<file path="src/rtl/countdown_timer.sv">
// countdown_timer: loadable down counter for the game round time limit.
// Counts down once per 'en' strobe while running and pulses 'done' on expiry.
// Optional build macro AUTO_RELOAD_EN: periodic mode. On expiry the counter
// reloads from the last loaded value and keeps running instead of stopping.
module countdown_timer #(
  parameter int WIDTH = 6
) (
  input  logic             clk,
  input  logic             clr_n,
  input  logic             load,
  input  logic [WIDTH-1:0] load_val,
  input  logic             start,
  input  logic             stop,
  input  logic             en,
  output logic [WIDTH-1:0] count,
  output logic             busy,
  output logic             zero,
  output logic             done
);

  typedef enum logic [1:0] {
    IDLE    = 2'd0,
    RUN     = 2'd1,
    EXPIRED = 2'd2
  } state_t;

  state_t           state_q;
  state_t           state_d;
  logic [WIDTH-1:0] count_q;
  logic [WIDTH-1:0] count_d;
  logic [WIDTH-1:0] reload_q;
  logic [WIDTH-1:0] reload_d;
  logic             done_q;
  logic             done_d;

  // State, count, reload value and done pulse registers; reset clears everything.
  always_ff @(posedge clk or negedge clr_n) begin
    if (!clr_n) begin
      state_q  <= IDLE;
      count_q  <= '0;
      reload_q <= '0;
      done_q   <= 1'b0;
    end else begin
      state_q  <= state_d;
      count_q  <= count_d;
      reload_q <= reload_d;
      done_q   <= done_d;
    end
  end

  // Next-state logic with priority load > stop > start > en.
  always_comb begin
    state_d  = state_q;
    count_d  = count_q;
    reload_d = reload_q;
    done_d   = 1'b0;

    if (load) begin
      count_d  = load_val;
      reload_d = load_val;
      state_d  = IDLE;
    end else begin
      case (state_q)
        IDLE: begin
          if (start && (count_q != '0)) begin
            state_d = RUN;
          end
        end

        RUN: begin
          if (stop) begin
            state_d = IDLE;
          end else if (en) begin
            if (count_q > WIDTH'(1)) begin
              count_d = count_q - WIDTH'(1);
            end else begin
              done_d = 1'b1;
`ifdef AUTO_RELOAD_EN
              count_d = reload_q;
`else
              count_d = '0;
              state_d = EXPIRED;
`endif
            end
          end
        end

        EXPIRED: begin
          count_d = '0;
        end

        default: begin
          state_d = IDLE;
        end
      endcase
    end
  end

  assign count = count_q;
  assign busy  = (state_q == RUN);
  assign zero  = (count_q == '0);
  assign done  = done_q;

endmodule

</file>
<file path="config.mk">
export PLATFORM = sky130hd
export DESIGN_NAME = countdown_timer
export DESIGN_NICKNAME = d
export VERILOG_FILES = /design/src/rtl/countdown_timer.sv
export SDC_FILE = /design/constraint.sdc
export NUM_CORES = 1
export LEC_CHECK = 0
export ABC_AREA = 1
export CORE_ASPECT_RATIO = 0.8
export CORE_MARGIN = 2
export CORE_UTILIZATION = 40
export DETAILED_ROUTE_END_ITERATION = 10
export PLACE_DENSITY = 0.76
export RECOVER_POWER = 25
export SETUP_SLACK_MARGIN = 0.1
export SYNTH_ARGS = -nofsm -noshare
export SYNTH_HDL_FRONTEND = slang
export SYNTH_SLANG_ARGS = --single-unit
</file>
<file path="constraint.sdc">
create_clock -name clk -period 1.2 [get_ports clk]
set_input_delay 0.24 -clock clk [delete_from_list [all_inputs] [get_ports clk]]
set_output_delay 0.24 -clock clk [all_outputs]
set_load 0.1 [all_outputs]
</file>
==> qor.yml <==
sta:
  totalNegativeSetupSlack_ns: -3.466
  worst_slew_pin_slew_ns: 0.5106
  slew_violations: 0
  hold_viol: 0
  skew_ns: 0.001704
  rsz0062_at_grt: "true"
  setup_violations: 17
  fmax_mhz: 637.8
  fin_ws_ns: -0.3678
  fin_crit_sh_pct: 130.6
  relSlewSlack_pct: 65.96
  finalCriticalPeriod_ns: 1.568
final_layout:
  nets: 161
  stdcell_area_um2: 1346
  final_util_pct: 84.46
  syn_to_final_growth_pct: 101.9
  antenna_cells: 0
  drive_gt1_share_pct: 51.72
power_and_ir_drop:
  switchingPower_mw: 1.152
  ir_drop_mv: 1.333
  pwr-share-clk_pct: 10.5
  power_leakage_nw: 0.6176
  switching_share_pct: 48.91
  internal_power_mw: 1.204
  pwr-share-seq_pct: 19.4
  power.density_nw_per_um2: 1750
  pwr-share-comb_pct: 70.1
route:
  vias: 880
  drt-initial-drc-count: 80
  wl_per_cell_um: 16.03
  first_pass_iters: 6
  ant_nets: 0
  drc: 0
  wirelength_mm: 2.677
  viasPerCell: 5.269
job:
  cap_violations: 0
worst_setup_path:
  path_common_cell: "nand2_1"
  crit_type: "register to register"
  cpPeakStageDelay_ns: 0.49
  cp_slowest_cell: "dfrtp_4"
  worstSetupStartpointType: "register"
  worstSetupEndpointType: "register"
  crit_arrival_ns: 1.72
  path_cells: "inv_4 > buf_4 > ha_4 > inv_1 > nand2_2 > nand3_2 > nand2_4 > o21ai_1 > nand2_1 > nand2_1"
  path_max_fanout: 6
  critPathTopFamily: "flip-flops"
  path_buf_inv: 3
  critPathRequiredTime_ns: 1.35
  reg2reg_setup_slack_ns: -0.37
run_status:
  violations: "setup timing"
  status: "finished with violations"
clock_network:
  cts_buffers: 3
  cts_tree: "yes"
  cts-root-buf: "clkbuf_4"
  worstSkewPairLatency_ns: 0.26
  cts_sinks: 9
  clockBufferDepth: 2
  path_clk_slew_ns: 0.07
  cts_hold_buffers: 0
  h-tree-depth: 1
floorplan:
  die_area_um2: 2012
  fp.dieH_um: 40.52
  num_rows: 13
  fp.dieW_um: 49.65
  core_region_area_um2: 1594
  start_util_pct: 41.84
  boundaryPins: 21
synthesis:
  yosys_warnings: 0
  yosys_register_bits: 9
  synth_area_leaders: "dfrtp_1, nand2_1, nand3_1"
  syn_nets: 110
  synth.distinct_cells: 20
  yosysSeqAreaShare_pct: 33.77
  synth_top_area_share_pct: 33.77
  syn_area_per_cell_um2: 7.020
  yosysTopAreaCell: "dfrtp_1"
  netlist_area_um2: 666.9
  synthCells: 95
global_route:
  grt_antenna_before_repair: 0
  grt_usage_pct: 26.42
  grt_max_degree: 10
  grt_first_pass_wirelength_mm: 3.781
  grt_overflow: 0
  first_global_vias: 799
placed_design:
  numPortBuffers: 20
  placed_cell_area_um2: 1130
  hpwl_mm: 1.619
  gp_congestion: 0.9039
worst_hold_path:
  min_path_type: "input port to async pin"
## per-layer routing
| layer | part of all wire (%) | wire length [µm] | global-route usage, % |
|---|---|---|---|
| met3 | 13 | 344 | 4.851 |
| met4 | 3.7 | 99 | 15.28 |
| met2 | 46 | 1240 | 44.33 |
| met1 | 37 | 992 | 32.96 |
| met5 | 0 | 0 | 0 |
## cells in the final DEF, fill, tap and decap left out, drive strengths merged
| cell type | synthesis | final |
|---|---|---|
| a21oi | 1 | 1 |
| buf | 1 | 35 |
| clkbuf | 0 | 5 |
| clkdlybuf4s50 | 0 | 10 |
| clkinvlp | 0 | 1 |
| dfrtp | 9 | 9 |
| dlygate4sd3 | 0 | 1 |
| ha | 3 | 3 |
| inv | 14 | 13 |
| nand2 | 32 | 32 |
| nand3 | 10 | 10 |
| nand4 | 2 | 2 |
| nor2 | 15 | 15 |
| o21ai | 6 | 6 |
| o21bai | 1 | 1 |
| xnor2 | 1 | 1 |
## Yosys cell counts (all sizes together)
library cell,n
nand4,2
dfrtp,9
inv,14
buf,1
o21ai,6
o21bai,1
xnor2,1
nand2,32
nor2,15
nand3,10
a21oi,1
ha,3
## power by group through the flow
stage / Clock [mW] / Combinational [mW] / Sequential, mW
detailed placement: 0 / 1.34 / 0.442
global route: 0.267 / 1.71 / 0.465
floorplan: 0 / 0.400 / 0.851
CTS: 0.253 / 1.54 / 0.453
global placement: 0 / 1.31 / 0.439
finish: 0.248 / 1.65 / 0.457
## state kept, by name, indices dropped and copies added, names as in the netlist
| name | cells |
|---|---|
| done | 1 |
| count | 6 |
| state_q | 2 |
## metrics by stage
stage / cells / total power [mW] / hold WS [ns] / setup slack, ns
2_1_floorplan: 95 / 1.250 / -0.05559 / -0.3919
5_1_grt: 167 / 2.447 / 0.5261 / -0.4318
3_5_place_dp: 148 / 1.783 / 0.5702 / -0.2560
6_report: 167 / 2.356 / 0.4739 / -0.3678
3_3_place_gp: 148 / 1.751 / 0.5411 / -0.1943
4_1_cts: 164 / 2.248 / 0.2978 / -0.3480
## worst paths after layout
check,from,endpoint,cells after the start
max,count[1],count[4],10
max in group asynchronous,clr_n,count[1],2
min,clr_n,state_q[1],2
max reg2reg,count[1],count[4],10
min reg2reg,state_q[0],state_q[1],3
min in group clk,start,state_q[0],3
## cells by family (layout without fill, tap and decap cells)
group,Yosys count,in the layout,synth area share [%]
and+or+nand+nor,59,59,43.34
adders and majority gates,3,3,5.629
xor gates and xnor gates,1,1,1.314
AOI/OAI and AO/OA,8,8,6.941
buffers and inverters,15,65,9.006
DFF,9,9,33.77
## worst register-to-register path: cells and delay by family, from the launching register on
kind / cells / cell delay (ns)
flip-flops: 1 / 0.49
AND/OR/NAND/NOR: 5 / 0.46
buffers and inverters: 3 / 0.27
adder cells (fa/ha/maj): 1 / 0.13
AO/OA/AOI/OAI: 1 / 0.09
## final cells by class
class,instances,area [µm²]
timing repair buffer,47,515.5
multi-input combinational,71,464.2
sequential,9,249.0
fill,93,247.7
inverter,14,63.81
tap,22,27.53
clock buffer,4,26.28
## repair_timing
action / 4_1_cts / 5_1_grt
setup buffers: 12 / 7
pin swaps: 3 / 6
setup endpoints to repair: 17 / 18
endpoints found under the hold margin: 0 / 0
resized for setup: 14 / 11
(Power assumes the default switching activity.)
